## src/rtl/stopwatch_pkg.sv

```systemverilog
// -----------------------------------------------------------------------------
// stopwatch_pkg
// Shared definitions for the stopwatch button sequencer:
//   - state_t      : FSM state encoding (also driven out on the debug port)
//   - DIGIT_W      : width of one {dp, value} display digit
//   - DP_BIT       : index of the decimal-point bit inside a digit
//   - DIGIT_*      : fixed digit codes (blank, "1" direction marker, "A" lap marker)
//   - LIM_UP/DN    : packed {M, S1, S0, D} bounds for limit detection
//   - at_limit()   : compares packed digit values against the bound for a direction
// -----------------------------------------------------------------------------
package stopwatch_pkg;

   localparam int DIGIT_W = 5;
   localparam int DP_BIT  = 4;

   typedef enum logic [2:0] {
      ST_IDLE  = 3'd0,
      ST_RUN   = 3'd1,
      ST_PAUSE = 3'd2,
      ST_LAP   = 3'd3,
      ST_LIMIT = 3'd4,
      ST_CLR   = 3'd5
   } state_t;

   localparam logic [DIGIT_W-1:0] DIGIT_BLANK = 5'b0_0000;
   localparam logic [DIGIT_W-1:0] DIGIT_ONE   = 5'b0_0001;
   localparam logic [DIGIT_W-1:0] DIGIT_A     = 5'b0_1010;

   // Digit values packed as {M, S1, S0, D}, 4 bits each.
   localparam logic [15:0] LIM_UP = {4'd9, 4'd5, 4'd9, 4'd9};
   localparam logic [15:0] LIM_DN = {4'd0, 4'd0, 4'd0, 4'd0};

   // True when the packed digit values sit on the bound of the given direction.
   function automatic logic at_limit(input logic [15:0] digits, input logic dir_up);
      logic hit;
      if (dir_up) begin
         hit = (digits == LIM_UP);
      end else begin
         hit = (digits == LIM_DN);
      end
      return hit;
   endfunction

endpackage

```

## src/rtl/stopwatch_ctrl_if.sv

```systemverilog
// -----------------------------------------------------------------------------
// stopwatch_ctrl_if
// Bundle between the sequencer, the stopwatch counter and the display path.
//   cnt0..cnt3  : counter digits D, S0, S1, M in {dp, value} format
//   go, up      : counter enable and direction
//   clr_n       : active-low counter clear pulse
//   disp0..disp5: display digits in {dp, value} format
//   state       : FSM state code for debug / LEDs
// Modports:
//   master : the sequencer (drives control + display, reads counter digits)
//   slave  : the counter / display side
// -----------------------------------------------------------------------------
interface stopwatch_ctrl_if;
   import stopwatch_pkg::*;

   logic [DIGIT_W-1:0] cnt0;
   logic [DIGIT_W-1:0] cnt1;
   logic [DIGIT_W-1:0] cnt2;
   logic [DIGIT_W-1:0] cnt3;
   logic               go;
   logic               up;
   logic               clr_n;
   logic [DIGIT_W-1:0] disp0;
   logic [DIGIT_W-1:0] disp1;
   logic [DIGIT_W-1:0] disp2;
   logic [DIGIT_W-1:0] disp3;
   logic [DIGIT_W-1:0] disp4;
   logic [DIGIT_W-1:0] disp5;
   logic [2:0]         state;

   modport master (
      input  cnt0, cnt1, cnt2, cnt3,
      output go, up, clr_n,
      output disp0, disp1, disp2, disp3, disp4, disp5,
      output state
   );

   modport slave (
      output cnt0, cnt1, cnt2, cnt3,
      input  go, up, clr_n,
      input  disp0, disp1, disp2, disp3, disp4, disp5,
      input  state
   );

endinterface

```

## src/rtl/stopwatch_ctrl_debounce.sv

```systemverilog
// -----------------------------------------------------------------------------
// debounce
// Two-flop synchronizer, stability-count debouncer and rising-edge pulse for
// one raw board input.
// Ports:
//   clk, rst_n : clock, asynchronous active-low reset
//   raw        : raw asynchronous input
//   level      : debounced level (changes after DB_CYCLES stable cycles)
//   rise       : registered 1-cycle pulse on a rising edge of level
// -----------------------------------------------------------------------------
module debounce #(
   parameter int DB_CYCLES = 1_000_000
) (
   input  logic clk,
   input  logic rst_n,
   input  logic raw,
   output logic level,
   output logic rise
);

   localparam int CNT_W = $clog2(DB_CYCLES + 1);

   logic             sync1_r;
   logic             sync2_r;
   logic             level_r;
   logic             level_d_r;
   logic             rise_r;
   logic [CNT_W-1:0] stab_cnt_r;

   // Two-flop synchronizer for the asynchronous raw input.
   always_ff @(posedge clk or negedge rst_n) begin
      if (!rst_n) begin
         sync1_r <= 1'b0;
         sync2_r <= 1'b0;
      end else begin
         sync1_r <= raw;
         sync2_r <= sync1_r;
      end
   end

   // Stability counter: level follows the synchronized input only after it
   // has disagreed for DB_CYCLES consecutive cycles; any agreement restarts.
   always_ff @(posedge clk or negedge rst_n) begin
      if (!rst_n) begin
         stab_cnt_r <= {CNT_W{1'b0}};
         level_r    <= 1'b0;
      end else if (sync2_r != level_r) begin
         if (stab_cnt_r == CNT_W'(DB_CYCLES - 1)) begin
            stab_cnt_r <= {CNT_W{1'b0}};
            level_r    <= sync2_r;
         end else begin
            stab_cnt_r <= stab_cnt_r + CNT_W'(1);
            level_r    <= level_r;
         end
      end else begin
         stab_cnt_r <= {CNT_W{1'b0}};
         level_r    <= level_r;
      end
   end

   // Registered rising-edge detector on the debounced level.
   always_ff @(posedge clk or negedge rst_n) begin
      if (!rst_n) begin
         level_d_r <= 1'b0;
         rise_r    <= 1'b0;
      end else begin
         level_d_r <= level_r;
         rise_r    <= level_r & ~level_d_r;
      end
   end

   assign level = level_r;
   assign rise  = rise_r;

endmodule

```

## src/rtl/stopwatch_ctrl.sv

```systemverilog
// -----------------------------------------------------------------------------
// stopwatch_ctrl
// Button-level sequencer for the M.S1S0.D stopwatch: debounces the start/stop,
// lap and clear buttons plus the direction switch, runs the control FSM that
// drives the counter's go/up/clr_n, and muxes the 6-digit display including a
// frozen lap snapshot.
// Ports:
//   clk, rst_n                 : 50 MHz clock, asynchronous active-low reset
//   btn_ss, btn_lap, btn_clr   : raw active-high pushbuttons
//   sw_up                      : raw direction switch (1 = count up)
//   bus (stopwatch_ctrl_if.master):
//      cnt0..cnt3 in, go/up/clr_n out, disp0..disp5 out, state out
// -----------------------------------------------------------------------------
module stopwatch_ctrl
   import stopwatch_pkg::*;
#(
   parameter int DB_CYCLES  = 1_000_000,
   parameter int CLR_CYCLES = 4
) (
   input  logic             clk,
   input  logic             rst_n,
   input  logic             btn_ss,
   input  logic             btn_lap,
   input  logic             btn_clr,
   input  logic             sw_up,
   stopwatch_ctrl_if.master bus
);

   localparam int CLR_W = $clog2(CLR_CYCLES + 1);

   // Debounced inputs
   logic ss_lvl_s;
   logic lap_lvl_s;
   logic clr_lvl_s;
   logic ss_p_s;
   logic lap_p_s;
   logic clr_p_s;
   logic dir_s;
   logic dir_rise_unused_s;

   // FSM and datapath
   state_t                    state_r;
   state_t                    state_s;
   logic                      go_r;
   logic                      go_s;
   logic                      up_r;
   logic                      up_s;
   logic                      clr_n_r;
   logic [CLR_W-1:0]          clr_cnt_r;
   logic                      clr_done_s;
   logic                      enter_clr_s;
   logic                      enter_run_s;
   logic                      first_run_r;
   logic                      lap_en_s;
   logic [3:0][DIGIT_W-1:0]   lap_r;
   logic [15:0]               cnt_val_s;
   logic                      at_lim_s;
   logic                      lim_eff_s;

   debounce #(.DB_CYCLES(DB_CYCLES)) u_db_ss (
      .clk(clk), .rst_n(rst_n), .raw(btn_ss), .level(ss_lvl_s), .rise(ss_p_s)
   );

   debounce #(.DB_CYCLES(DB_CYCLES)) u_db_lap (
      .clk(clk), .rst_n(rst_n), .raw(btn_lap), .level(lap_lvl_s), .rise(lap_p_s)
   );

   debounce #(.DB_CYCLES(DB_CYCLES)) u_db_clr (
      .clk(clk), .rst_n(rst_n), .raw(btn_clr), .level(clr_lvl_s), .rise(clr_p_s)
   );

   debounce #(.DB_CYCLES(DB_CYCLES)) u_db_dir (
      .clk(clk), .rst_n(rst_n), .raw(sw_up), .level(dir_s), .rise(dir_rise_unused_s)
   );

   // Limit detection on digit values only; dp bits do not take part.
   always_comb begin
      cnt_val_s = {bus.cnt3[DP_BIT-1:0], bus.cnt2[DP_BIT-1:0],
                   bus.cnt1[DP_BIT-1:0], bus.cnt0[DP_BIT-1:0]};
      at_lim_s  = at_limit(cnt_val_s, up_r);
      // The first cycle in RUN ignores the limit so a resume from an
      // equal-but-opposite bound is not immediately bounced back.
      lim_eff_s = at_lim_s & ~first_run_r;
   end

   assign clr_done_s = (clr_cnt_r == CLR_W'(CLR_CYCLES - 1));

   // Next-state, direction latch and lap-capture decode.
   always_comb begin
      state_s  = state_r;
      up_s     = up_r;
      lap_en_s = 1'b0;
      case (state_r)
         ST_IDLE: begin
            up_s = dir_s;
            if (ss_p_s && !at_lim_s) begin
               state_s = ST_RUN;
            end else if (clr_p_s) begin
               state_s = ST_CLR;
            end else begin
               state_s = ST_IDLE;
            end
         end
         ST_RUN: begin
            if (lim_eff_s) begin
               state_s = ST_LIMIT;
            end else if (ss_p_s) begin
               state_s = ST_PAUSE;
            end else if (lap_p_s) begin
               state_s  = ST_LAP;
               lap_en_s = 1'b1;
            end else begin
               state_s = ST_RUN;
            end
         end
         ST_LAP: begin
            if (lim_eff_s) begin
               state_s = ST_LIMIT;
            end else if (ss_p_s) begin
               state_s = ST_PAUSE;
            end else if (lap_p_s) begin
               state_s = ST_RUN;
            end else begin
               state_s = ST_LAP;
            end
         end
         ST_PAUSE: begin
            up_s = dir_s;
            if (ss_p_s && !at_lim_s) begin
               state_s = ST_RUN;
            end else if (clr_p_s) begin
               state_s = ST_CLR;
            end else begin
               state_s = ST_PAUSE;
            end
         end
         ST_LIMIT: begin
            // Direction is re-latched only by start/stop; restart is allowed
            // only when the new direction leads away from the bound.
            if (ss_p_s) begin
               up_s = dir_s;
            end else begin
               up_s = up_r;
            end
            if (ss_p_s && (dir_s != up_r)) begin
               state_s = ST_RUN;
            end else if (clr_p_s) begin
               state_s = ST_CLR;
            end else begin
               state_s = ST_LIMIT;
            end
         end
         ST_CLR: begin
            if (clr_done_s) begin
               state_s = ST_IDLE;
            end else begin
               state_s = ST_CLR;
            end
         end
         default: begin
            state_s = ST_IDLE;
         end
      endcase
      go_s        = (state_s == ST_RUN) || (state_s == ST_LAP);
      enter_clr_s = (state_s == ST_CLR) && (state_r != ST_CLR);
      enter_run_s = (state_s == ST_RUN) && (state_r != ST_RUN);
   end

   // State, counter control and hysteresis registers.
   always_ff @(posedge clk or negedge rst_n) begin
      if (!rst_n) begin
         state_r     <= ST_IDLE;
         go_r        <= 1'b0;
         up_r        <= 1'b1;
         first_run_r <= 1'b0;
      end else begin
         state_r     <= state_s;
         go_r        <= go_s;
         up_r        <= up_s;
         first_run_r <= enter_run_s;
      end
   end

   // clr_n pulse generator: low from the edge entering CLR for CLR_CYCLES cycles.
   always_ff @(posedge clk or negedge rst_n) begin
      if (!rst_n) begin
         clr_n_r   <= 1'b1;
         clr_cnt_r <= {CLR_W{1'b0}};
      end else if (enter_clr_s) begin
         clr_n_r   <= 1'b0;
         clr_cnt_r <= {CLR_W{1'b0}};
      end else if (state_r == ST_CLR) begin
         if (clr_done_s) begin
            clr_n_r   <= 1'b1;
            clr_cnt_r <= {CLR_W{1'b0}};
         end else begin
            clr_n_r   <= 1'b0;
            clr_cnt_r <= clr_cnt_r + CLR_W'(1);
         end
      end else begin
         clr_n_r   <= 1'b1;
         clr_cnt_r <= {CLR_W{1'b0}};
      end
   end

   // Lap snapshot, taken on the same edge as the RUN->LAP transition.
   always_ff @(posedge clk or negedge rst_n) begin
      if (!rst_n) begin
         lap_r <= {4{DIGIT_BLANK}};
      end else if (lap_en_s) begin
         lap_r <= {bus.cnt3, bus.cnt2, bus.cnt1, bus.cnt0};
      end else begin
         lap_r <= lap_r;
      end
   end

   // Display mux: frozen lap digits in LAP, live counter otherwise.
   always_comb begin
      if (state_r == ST_LAP) begin
         bus.disp0 = lap_r[0];
         bus.disp1 = lap_r[1];
         bus.disp2 = lap_r[2];
         bus.disp3 = lap_r[3];
         bus.disp5 = DIGIT_A;
      end else begin
         bus.disp0 = bus.cnt0;
         bus.disp1 = bus.cnt1;
         bus.disp2 = bus.cnt2;
         bus.disp3 = bus.cnt3;
         if (up_r) begin
            bus.disp5 = DIGIT_ONE;
         end else begin
            bus.disp5 = DIGIT_BLANK;
         end
      end
      bus.disp4 = DIGIT_BLANK;
   end

   assign bus.go    = go_r;
   assign bus.up    = up_r;
   assign bus.clr_n = clr_n_r;
   assign bus.state = state_r;

endmodule

```

## src/flat_wrapper.sv

```systemverilog
// flat-port wrapper written by rule: the top's interface ports become plain ports
module stopwatch_ctrl_flat import stopwatch_pkg::*;
#(
   parameter int DB_CYCLES  = 1_000_000,
   parameter int CLR_CYCLES = 4
)
  (clk, rst_n, btn_ss, btn_lap, btn_clr, sw_up, bus_cnt0, bus_cnt1, bus_cnt2, bus_cnt3, bus_go, bus_up, bus_clr_n, bus_disp0, bus_disp1, bus_disp2, bus_disp3, bus_disp4, bus_disp5, bus_state);
  stopwatch_ctrl_if bus_i ();
  input  logic clk;
  input  logic rst_n;
  input  logic btn_ss;
  input  logic btn_lap;
  input  logic btn_clr;
  input  logic sw_up;
  input wire logic [$bits(bus_i.cnt0)-1:0] bus_cnt0;
  input wire logic [$bits(bus_i.cnt1)-1:0] bus_cnt1;
  input wire logic [$bits(bus_i.cnt2)-1:0] bus_cnt2;
  input wire logic [$bits(bus_i.cnt3)-1:0] bus_cnt3;
  output wire logic [$bits(bus_i.go)-1:0] bus_go;
  output wire logic [$bits(bus_i.up)-1:0] bus_up;
  output wire logic [$bits(bus_i.clr_n)-1:0] bus_clr_n;
  output wire logic [$bits(bus_i.disp0)-1:0] bus_disp0;
  output wire logic [$bits(bus_i.disp1)-1:0] bus_disp1;
  output wire logic [$bits(bus_i.disp2)-1:0] bus_disp2;
  output wire logic [$bits(bus_i.disp3)-1:0] bus_disp3;
  output wire logic [$bits(bus_i.disp4)-1:0] bus_disp4;
  output wire logic [$bits(bus_i.disp5)-1:0] bus_disp5;
  output wire logic [$bits(bus_i.state)-1:0] bus_state;
  assign bus_i.cnt0 = bus_cnt0;
  assign bus_i.cnt1 = bus_cnt1;
  assign bus_i.cnt2 = bus_cnt2;
  assign bus_i.cnt3 = bus_cnt3;
  assign bus_go = bus_i.go;
  assign bus_up = bus_i.up;
  assign bus_clr_n = bus_i.clr_n;
  assign bus_disp0 = bus_i.disp0;
  assign bus_disp1 = bus_i.disp1;
  assign bus_disp2 = bus_i.disp2;
  assign bus_disp3 = bus_i.disp3;
  assign bus_disp4 = bus_i.disp4;
  assign bus_disp5 = bus_i.disp5;
  assign bus_state = bus_i.state;
  stopwatch_ctrl #(.DB_CYCLES(DB_CYCLES), .CLR_CYCLES(CLR_CYCLES)) u_core (.clk(clk), .rst_n(rst_n), .btn_ss(btn_ss), .btn_lap(btn_lap), .btn_clr(btn_clr), .sw_up(sw_up), .bus(bus_i));
endmodule
```

## config.mk

```make
export PLATFORM = sky130hd
export DESIGN_NAME = stopwatch_ctrl_flat
export DESIGN_NICKNAME = d
export VERILOG_FILES = /design/src/rtl/stopwatch_pkg.sv /design/src/rtl/stopwatch_ctrl_if.sv /design/src/rtl/stopwatch_ctrl_debounce.sv /design/src/rtl/stopwatch_ctrl.sv /design/src/flat_wrapper.sv
export SDC_FILE = /design/constraint.sdc
export NUM_CORES = 1
export LEC_CHECK = 0
export BUFFER_PORTS_ARGS = -buffer_cell sky130_fd_sc_hd__buf_4
export CORE_AREA = 5 5 102 104
export CTS_BUF_LIST = sky130_fd_sc_hd__clkbuf_4 sky130_fd_sc_hd__clkbuf_8
export DETAILED_ROUTE_END_ITERATION = 12
export DIE_AREA = 0 0 107 109
export PLACE_DENSITY = 0.87
export SYNTH_ARGS = -nofsm -noshare
export SYNTH_HDL_FRONTEND = slang
export SYNTH_SLANG_ARGS = --single-unit
```

## constraint.sdc

```tcl
create_clock -name clk -period 3.9 [get_ports clk]
set_input_delay 0.975 -clock clk [delete_from_list [all_inputs] [get_ports clk]]
set_output_delay 0.975 -clock clk [all_outputs]
set_load 0.01 [all_outputs]
```

==> metrics, run 1 <==
Post-CTS Setup Bufs=0; FF-to-FF path depth=6; wire length per cell=16.20 microns; core footprint=~9500 sq um; Setup TNS Final=0 ps; Final Hold Fails=0; Layout area overhead=14.88%; TritonCTS clock tree=yes; relative slew slack=0.3252; clock network fraction of design power=0.463; IO Pins=62; Achievable Freq=276.6 MHz; DP Worst Slack=a little under 700 ps; Final #Nets=643; Sw Pwr=569.1 uW; Max Root-Sink Buffers=2; initial antenna violation count=0; Cells after Synth=553; Synth Register Bits=128; final core occ=0.7362; endpoint class of the critical path=output port; # port buffers=54; MaxCap Viol Count=0; Multi-input gate area=2689 sq um; P per Cell Area=396.3 nW/um^2; Final Power=2.760 mW; register area=3206 sq um; Iteration-0 DRC Markers=roughly 190; die width=between 100 and 150 microns; share of flip-flops with an asynchronous set or reset=1.000; worst hold path type=reg -> reg; WHS Endpoint=u_core.u_db_ss.sync2_r; vias in the first global route=4,253; peak supply drop=0.3320 mV; DR DRC count=0; LEAKAGE=3.294 nW; crit path kind=reg -> out; Post-synth EDFFs=0; post-synthesis cell type count=40; pin count of the biggest net entering global routing=70; hold path depth=0; fraction of layout cells with a size suffix above 1=0.2240; overall routing resource usage=0.2192; fillers=just over 600; clk_lat worst skew=450 ps; RSZ-0062 raised after global routing=no; CP Data Arrival Time=2640 ps; Post-CTS Hold Fix Bufs=0; Syn Std Cell Area=slightly above 6000 sq um; synthesized area per cell=10.96 sq um; sequential-to-total area share from yosys stat=0.5288; period utilization=0.9270; H-Tree Level Count=4; Clock Tree Root=clkbuf_8; DR pass1 iterations=4; Die Footprint=11,660 sq um; Hold Startpoint=u_core.u_db_ss.sync1_r; CTS Buf Count=17; Detail Placement HPWL=7796 microns; minimum clock period=3615 ps; worst clock skew=9.564 ps; worst r2r dst=u_core.lap_r[10]; GPL Wtd Cong=about 0.83; Main synth FF type=dfrtp_1; routed vias/inst=5.693; register share of total power=0.491; Comb power frac=0.045; Starting Density=0.6409; setup violators final=0; Site Rows=36; post-route setup slack=between 200 and 300 ps; Antenna diodes=0; Worst Setup Start Kind=register; Final Max Tran Viols=0; first-pass GRT wire length=19,850 microns; R2R Setup Slk=1130 ps; outcome=completed; CP Data Required Time=2920 ps; Critical Path Fanout Max=21; cts repair resizes=0; Worst-path clk slew=60 ps; synth warn=0; internal power=2.191 mW; Via Count=between 4,000 and 5,000; Routed Antenna Nets=0; worst hold slack=348.8 ps; die height=109 microns; Sink Count=128; final global-route overflow total=0; worst-margin pin slew=1009 ps; Sw Ratio=0.2062; Critical R2R Launch=u_core.bus.up; Post-Route WL=11,970 microns
logic make-up (layout without fill, tap and decap cells):
family	after synthesis	in the layout	share of synthesized area
and+or+nand+nor	245	245	0.2006
buffers and inverters	34	100	0.03137
AOI/OAI and AO/OA	18	18	0.02146
DFF	128	128	0.5288
xor gates and xnor gates	78	78	0.1127
adders and majority gates	5	5	0.01032
muxes	44	44	0.09412
other	1	7	0.0006186
metal layers:
layer	GRT usage	vias to the layer above	share of wire
met1	0.2681	2104	0.43
met3	0.06690	29	0.034
met2	0.3638	81	0.51
met4	0.09315	0	0.022
li1	-	1993	-
met5	0	-	0
flip-flops by register name (all words and copies together), names as in the netlist, 3 cells and up:
name / cells
u_core.bus.state: 3
u_core.clr_cnt_r: 3
u_core.lap_r: 20
u_core.u_db_clr.stab_cnt_r: 20
u_core.u_db_dir.stab_cnt_r: 20
u_core.u_db_lap.stab_cnt_r: 20
u_core.u_db_ss.stab_cnt_r: 20
synthesized netlist by cell type, types with 9 or more instances:
library cell	count	area (sq um)
inv_1	12	45.04
xnor2_1	33	289.0
dfrtp_1	126	3153
nand3_1	34	170.2
mux2_4	20	300.3
nor2_1	96	360.4
nand2_1	28	105.1
and4_1	9	78.83
nor4_1	15	93.84
nor2b_1	10	62.56
buf_4	10	75.07
nand4_1	15	93.84
mux2_2	24	270.3
xor2_1	45	394.1
and3_1	16	100.1
worst max path at each step:
stage,from,end,slack (ps),depth (start not counted)
global route,u_core.bus.state[0],bus_disp2[3],40,4
floorplan,u_core.bus.state[2],bus_disp0[0],1390,5
CTS,u_core.bus.state[0],bus_disp2[3],240,4
finish,u_core.bus.state[0],bus_disp2[3],280,4
detailed placement,bus_cnt2[0],u_core.lap_r[3],680,7
global placement,bus_cnt2[2],u_core.lap_r[19],790,7
power by group through the flow:
stage	logic, mW	registers, mW	clock network, mW
2_1_floorplan	0.0567	1.38	0
3_3_place_gp	0.122	1.38	0
3_5_place_dp	0.126	1.38	0
4_1_cts	0.128	1.36	1.30
5_1_grt	0.141	1.36	1.36
6_report	0.126	1.36	1.28
critical path, stage by stage (launching register included):
cell and delay (ps):
dfrtp_1 480, nor2b_1 450, nand2_1 630, mux2_2 500, buf_4 150
final cells by class:
class / instances / share of cell area
clock buffer: 27 / 0.04707
clock inverter: 5 / 0.01797
inverter: 13 / 0.007007
multi-input combinational: 397 / 0.3861
sequential: 128 / 0.4603
tap: 114 / 0.02048
timing repair buffer: 55 / 0.06109
stage by stage:
step           std cells  instance area (sq um)
2_1_floorplan        559                   6085
3_3_place_gp         707                   6511
3_5_place_dp         707                   6511
4_1_cts              739                   6964
5_1_grt              739                   6964
6_report             739                   6964
placed cells by master, fill, tap and decap left out, types with 5 or more instances in the layout:
cell type    n
dfrtp_1    126
nor2_1      96
buf_4       54
xor2_1      45
nand3_1     34
xnor2_1     33
nand2_1     28
mux2_2      24
mux2_4      20
clkbuf_8    20
and3_1      16
nand4_1     15
nor4_1      15
inv_1       12
nor2b_1     10
and4_1       9
conb_1       7
clkbuf_4     7
nor3_1       6
o21ai_0      6
nand3b_1     5
a21oi_1      5
ha_1         5
Note: power is estimated with default switching activity, not from simulation.
==> run 2, diff against run 1 <==
--- a/config.mk
+++ b/config.mk
@@ -6,11 +6,11 @@
 export NUM_CORES = 1
 export LEC_CHECK = 0
 export BUFFER_PORTS_ARGS = -buffer_cell sky130_fd_sc_hd__buf_4
-export CORE_AREA = 5 5 102 104
+export CORE_AREA = 5 5 106 108
 export CTS_BUF_LIST = sky130_fd_sc_hd__clkbuf_4 sky130_fd_sc_hd__clkbuf_8
 export DETAILED_ROUTE_END_ITERATION = 12
-export DIE_AREA = 0 0 107 109
-export PLACE_DENSITY = 0.87
+export DIE_AREA = 0 0 111 113
+export PLACE_DENSITY = 0.81
 export SYNTH_ARGS = -nofsm -noshare
 export SYNTH_HDL_FRONTEND = slang
 export SYNTH_SLANG_ARGS = --single-unit
==> constraint.sdc (replaced) <==
create_clock -name clk -period 3.35 [get_ports clk]
set_input_delay 0.8375 -clock clk [delete_from_list [all_inputs] [get_ports clk]]
set_output_delay 0.8375 -clock clk [all_outputs]
set_load 0.01 [all_outputs]
==> metrics, run 2 (same netlist as run 1, synthesis figures left out) <==
peak supply drop=0.2548 mV (-23%); Critical Path Fanout Max=21 (unchanged); DP Cell Count=733 (+3.7%); Die Footprint=12,540 sq um (+7.5%); CP Data Arrival Time=2200 ps (-440 ps); cts repair resizes=0 (unchanged); routed vias/inst=5.404 (-5.1%); worst clock skew=11.07 ps (+1.501 ps); Final Max Tran Viols=0 (unchanged); Iteration-0 DRC Markers=192 (+3.8%); Critical R2R Launch=u_core.u_db_ss.stab_cnt_r[0]; RSZ-0062 raised after global routing=no; minimum clock period=between 3000 and 4000 ps; TritonCTS clock tree=yes; commonest non-fill, non-tap cell in the layout=dfrtp_1; P per Cell Area=432.2 nW/um^2 (+9.1%); Detail Placement HPWL=7819 microns (+0.30%); Site Rows=37 (+2.8%); CTS Buf Count=17 (unchanged); initial antenna violation count=0 (unchanged); cell breakdown of the critical path=nor2b_1, nand2_1, buf_4, mux2_2, buf_4; pin count of the biggest net entering global routing=65 (-7.1%); H-Tree Level Count=4 (unchanged); most frequent cell on the critical path=buf_4; Post-Route WL=11,340 microns (-5.2%); DR pass1 iterations=4 (unchanged); Top delay family on crit path=simple AND/OR/NAND/NOR gates; CP max stage delay=490 ps (-140 ps); endpoint class of the critical path=output port; Antenna diodes=0 (unchanged); hold path depth=0 (unchanged); fillers=768 (+25%); # port buffers=54 (unchanged); IO Pins=62 (unchanged); Achievable Freq=about 330 MHz; final global-route overflow total=0 (unchanged); relative slew slack=0.4777 (+0.1526); worst r2r dst=u_core.u_db_ss.stab_cnt_r[15]; Final Hold Fails=0 (unchanged); LEAKAGE=3.267 nW (-0.82%); Routed Antenna Nets=0 (unchanged); R2R Setup Slk=1010 ps (-120 ps); commonest cells after routing, fill and taps aside=dfrtp_1 (126), nor2_1 (96), buf_4 (58); Post-CTS Setup Bufs=0 (unchanged); die width=111 microns (+3.7%); core footprint=10,140 sq um (+7.2%); vias in the first global route=4,220 (-0.78%); Post-CTS Hold Fix Bufs=0 (unchanged); period utilization=0.9065; Worst-path clk slew=70 ps (about the same); Final #Nets=647 (+0.62%); setup violators final=0 (unchanged); Layout area overhead=14.72%; Max Root-Sink Buffers=2 (unchanged); WHS Endpoint=u_core.u_db_lap.sync2_r; clk_lat worst skew=430 ps (-20 ps); crit path kind=reg -> out; Hold Startpoint=u_core.u_db_lap.sync1_r; Setup TNS Final=0 ps (unchanged); MaxCap Viol Count=0 (unchanged); GPL Wtd Cong=0.9086 (+9.5%); Worst Setup Start Kind=register; first-pass GRT wire length=19,890 microns (+0.21%); Sink Count=128 (unchanged); buffers and inverters on the worst path=2 (+1); die height=113 microns (+3.7%); overall routing resource usage=0.1958 (-0.02342); worst hold path type=reg -> reg; fraction of layout cells with a size suffix above 1=0.2289 (+0.004935); Non-Filler Instances=765 (+3.5%); Clock Tree Root=clkbuf_8; wire length per cell=14.83 microns (-8.5%); CP max stage cell=dfrtp_1; CP Data Required Time=2510 ps (-410 ps); worst-margin pin slew=783.4 ps (-225.2 ps); Via Count=4,134 (-1.7%); Crit. path cell count=5 (+1); outcome=completed; Starting Density=0.5979 (-0.04295); DR DRC count=0 (unchanged); FF-to-FF path depth=6 (unchanged)
## run 2: cell types whose count changed in the layout (fill, tap and decap cells not counted)
cell / previous run / this run
buf_4: 54 / 58
clkbuf_4: 7 / 3
clkinv_2: 1 / 5
clkinvlp_4: 0 / 4
bufinv_16: 4 / 2
clkbuf_8: 20 / 18
## run 2: metrics by stage
stage	total power, mW	hold slack, ps	cell area, sq um	setup slack, ps	util
3_5_place_dp	1.754	334.7	6569	544.2	0.6479
4_1_cts	3.046	351.0	6954	280.1	0.6859
6_report	3.006	349.0	6954	313.2	0.6859
3_3_place_gp	1.749	334.7	6569	594.7	0.6479
2_1_floorplan	1.669	331.2	6085	980.5	-
5_1_grt	3.142	355.8	6954	172.2	0.6859
## run 2: layout make-up
type	count	area [sq um]	area share
flip-flops and latches	128	3206	0.4610
clock inverters	11	115.1	0.01655
repair buffers	59	455.4	0.06549
clock buffers	21	270.3	0.03886
multi-input cells	397	2689	0.3867
well taps	136	170.2	0.02447
inverters	13	48.80	0.007017
## run 2: worst max path at each step
stage / startpoint / to / slack [ps]
2_1_floorplan: u_core.bus.state[2] / bus_disp0[0] / 980
3_3_place_gp: bus_cnt3[2] / u_core.lap_r[6] / 590
3_5_place_dp: bus_cnt3[2] / u_core.lap_r[10] / 540
4_1_cts: u_core.bus.state[0] / bus_disp0[2] / 280
5_1_grt: u_core.bus.state[0] / bus_disp0[2] / 170
6_report: u_core.bus.state[0] / bus_disp1[1] / 310
## run 2: metal layers
layer | vias up | track usage | routed length (microns)
met2 | 101 | 0.3078 | 5400
li1 | 1996 | - | -
met5 | - | 0 | 0
met3 | 18 | 0.05722 | 561
met4 | 0 | 0.07882 | 172
met1 | 2019 | 0.2575 | 5207
## run 2: worst register-to-register path, cell delays in order, from the launching register on
cell and delay (ps):
dfrtp_1 410, ha_1 240, and4_1 290, nand2_1 110, nor4_1 390, nand2b_1 630
nor2_1 130
## run 2: report_power, final
group / internal (mW) / switching [mW]
sequential: 1.56 / 0.0151
clock: 0.697 / 0.585
combinational: 0.0607 / 0.0856
total: 2.32 / 0.686
==> run 3, diff against run 2 <==
--- a/config.mk
+++ b/config.mk
@@ -11,6 +11,7 @@
 export DETAILED_ROUTE_END_ITERATION = 12
 export DIE_AREA = 0 0 111 113
 export PLACE_DENSITY = 0.81
+export REMOVE_ABC_BUFFERS = 1
 export SYNTH_ARGS = -nofsm -noshare
 export SYNTH_HDL_FRONTEND = slang
 export SYNTH_SLANG_ARGS = --single-unit
==> constraint.sdc (replaced) <==
create_clock -name clk -period 2.9 [get_ports clk]
set_input_delay 0.725 -clock clk [delete_from_list [all_inputs] [get_ports clk]]
set_output_delay 0.725 -clock clk [all_outputs]
set_load 0.01 [all_outputs]
==> metrics, run 3 (same netlist as run 1, synthesis figures left out) <==
outcome=completed; Achievable Freq=between 300 and 400 MHz; DR pass1 iterations=5 (+1); CP Data Required Time=2170 ps (-340 ps); commonest cells after routing, fill and taps aside=dfrtp_1 (126), nor2_1 (96), buf_4 (58); H-Tree Level Count=4 (unchanged); Site Rows=37 (unchanged); final global-route overflow total=0 (unchanged); Final Max Tran Viols=0 (unchanged); Sink Count=128 (unchanged); Routed Antenna Nets=0 (unchanged); Finished Cell Area=6940 sq um (-0.20%); RSZ-0062 raised after global routing=no; period utilization=0.9569; GPL Wtd Cong=0.8399 (-7.6%); P per Cell Area=479.3 nW/um^2 (+11%); Final #Nets=648 (+0.15%); CTS Buf Count=17 (unchanged); Worst Setup Start Kind=register; LEAKAGE=3.269 nW (about the same); vias in the first global route=4,202 (-0.43%); commonest non-fill, non-tap cell in the layout=dfrtp_1; worst hold slack=319.5 ps (-29.47 ps); MaxCap Viol Count=0 (unchanged); Die Footprint=12,540 sq um (unchanged); Starting Density=0.5979 (unchanged); Clock Tree Root=clkbuf_8; Post-Route WL=11,290 microns (-0.47%); Post-CTS Setup Bufs=0 (unchanged); Worst-path clk slew=80 ps (about the same); # port buffers=54 (unchanged); peak supply drop=0.2471 mV (-3.0%); Final Hold Fails=0 (unchanged); Antenna diodes=0 (unchanged); initial antenna violation count=0 (unchanged); core footprint=10,140 sq um (unchanged); endpoint class of the critical path=output port; Critical Path Fanout Max=19 (-9.5%); die width=111 microns (unchanged); crit path kind=reg -> out; die height=113 microns (unchanged); routed vias/inst=5.401 (about the same); CP Data Arrival Time=2050 ps (-150 ps); worst clock skew=6.540 ps (-4.526 ps); FF-to-FF path depth=6 (unchanged); pin count of the biggest net entering global routing=129 (+98%); minimum clock period=2775 ps; clk_lat worst skew=440 ps (about the same); Setup TNS Final=0 ps (unchanged); wire length per cell=14.74 microns (-0.60%); Via Count=4,137 (+0.073%); overall routing resource usage=0.1915 (-0.004331); cts repair resizes=0 (unchanged); worst-margin pin slew=708.6 ps (-74.82 ps); worst hold path type=in -> async; fraction of layout cells with a size suffix above 1=0.2302 (+0.001224); Max Root-Sink Buffers=2 (unchanged); Area after DPL=6589 sq um (+0.30%); setup violators final=0 (unchanged); relative slew slack=0.5276 (+0.04988); TritonCTS clock tree=yes; Post-CTS Hold Fix Bufs=0 (unchanged); DR DRC count=0 (unchanged); IO Pins=62 (unchanged); Layout area overhead=14.49%; Iteration-0 DRC Markers=215 (+12%); Detail Placement HPWL=7740 microns (-1.0%); first-pass GRT wire length=19,510 microns (-1.9%)
[run 3: changes by cell type in the layout (fill, tap and decap cells not counted), moves of 2 or more]
| cell | change |
|---|---|
| clkinv_4 | +6 |
| clkbuf_4 | -2 |
| bufinv_16 | -2 |
| clkinv_2 | -2 |
| clkinvlp_4 | -3 |
| inv_6 | +4 |
[run 3: routing by layer]
metal / GRT usage / share of wire
met1: 0.2422 / 0.45
met5: 0 / 0
met2: 0.3074 / 0.47
met3: 0.05615 / 0.051
met4: 0.08621 / 0.022
[run 3: critical path: stages (launching register included)]
cell and delay, ps:
dfrtp_1 480, nor2b_1 190, nand2_1 130, buf_4 290
mux2_2 390, buf_4 150
[run 3: layout make-up]
class                      count  area, sq um
multi-input combinational    397         2689
fill                         745         3198
clock inverter                14        110.1
tap                          136        170.2
timing repair buffer          60        475.5
sequential                   128         3206
clock buffer                  18        241.5
inverter                      13        48.80
[run 3: per-stage QoR]
step / power [mW] / utilization / worst slack, ps / cells
floorplan: 1.915 / - / 360.8 / 538
global placement: 2.021 / 0.6499 / 460.3 / 734
detailed placement: 2.028 / 0.6499 / 365.1 / 734
CTS: 3.377 / 0.6846 / 90.68 / 766
global route: 3.472 / 0.6846 / 15.91 / 766
finish: 3.327 / 0.6846 / 125.0 / 766
[run 3: final timing paths]
kind,startpoint,endpoint,slack [ps]
worst max-delay path,u_core.bus.state[0],bus_disp0[1],130
worst min register to register,u_core.u_db_lap.sync1_r,u_core.u_db_lap.sync2_r,350
worst min-delay path,rst_n,u_core.u_db_lap.stab_cnt_r[3],320
min in group clk,u_core.u_db_lap.sync1_r,u_core.u_db_lap.sync2_r,350
worst max register to register,u_core.u_db_clr.stab_cnt_r[0],u_core.u_db_clr.stab_cnt_r[16],660
max in group asynchronous,rst_n,u_core.lap_r[0],2010
[run 3: power breakdown]
| part | internal (mW) | switching (mW) | leakage (nW) |
|---|---|---|---|
| Combinational | 0.0705 | 0.100 | 1.33 |
| Sequential | 1.80 | 0.0175 | 1.75 |
| Clock | 0.611 | 0.724 | 0.182 |
| Total | 2.49 | 0.842 | 3.27 |
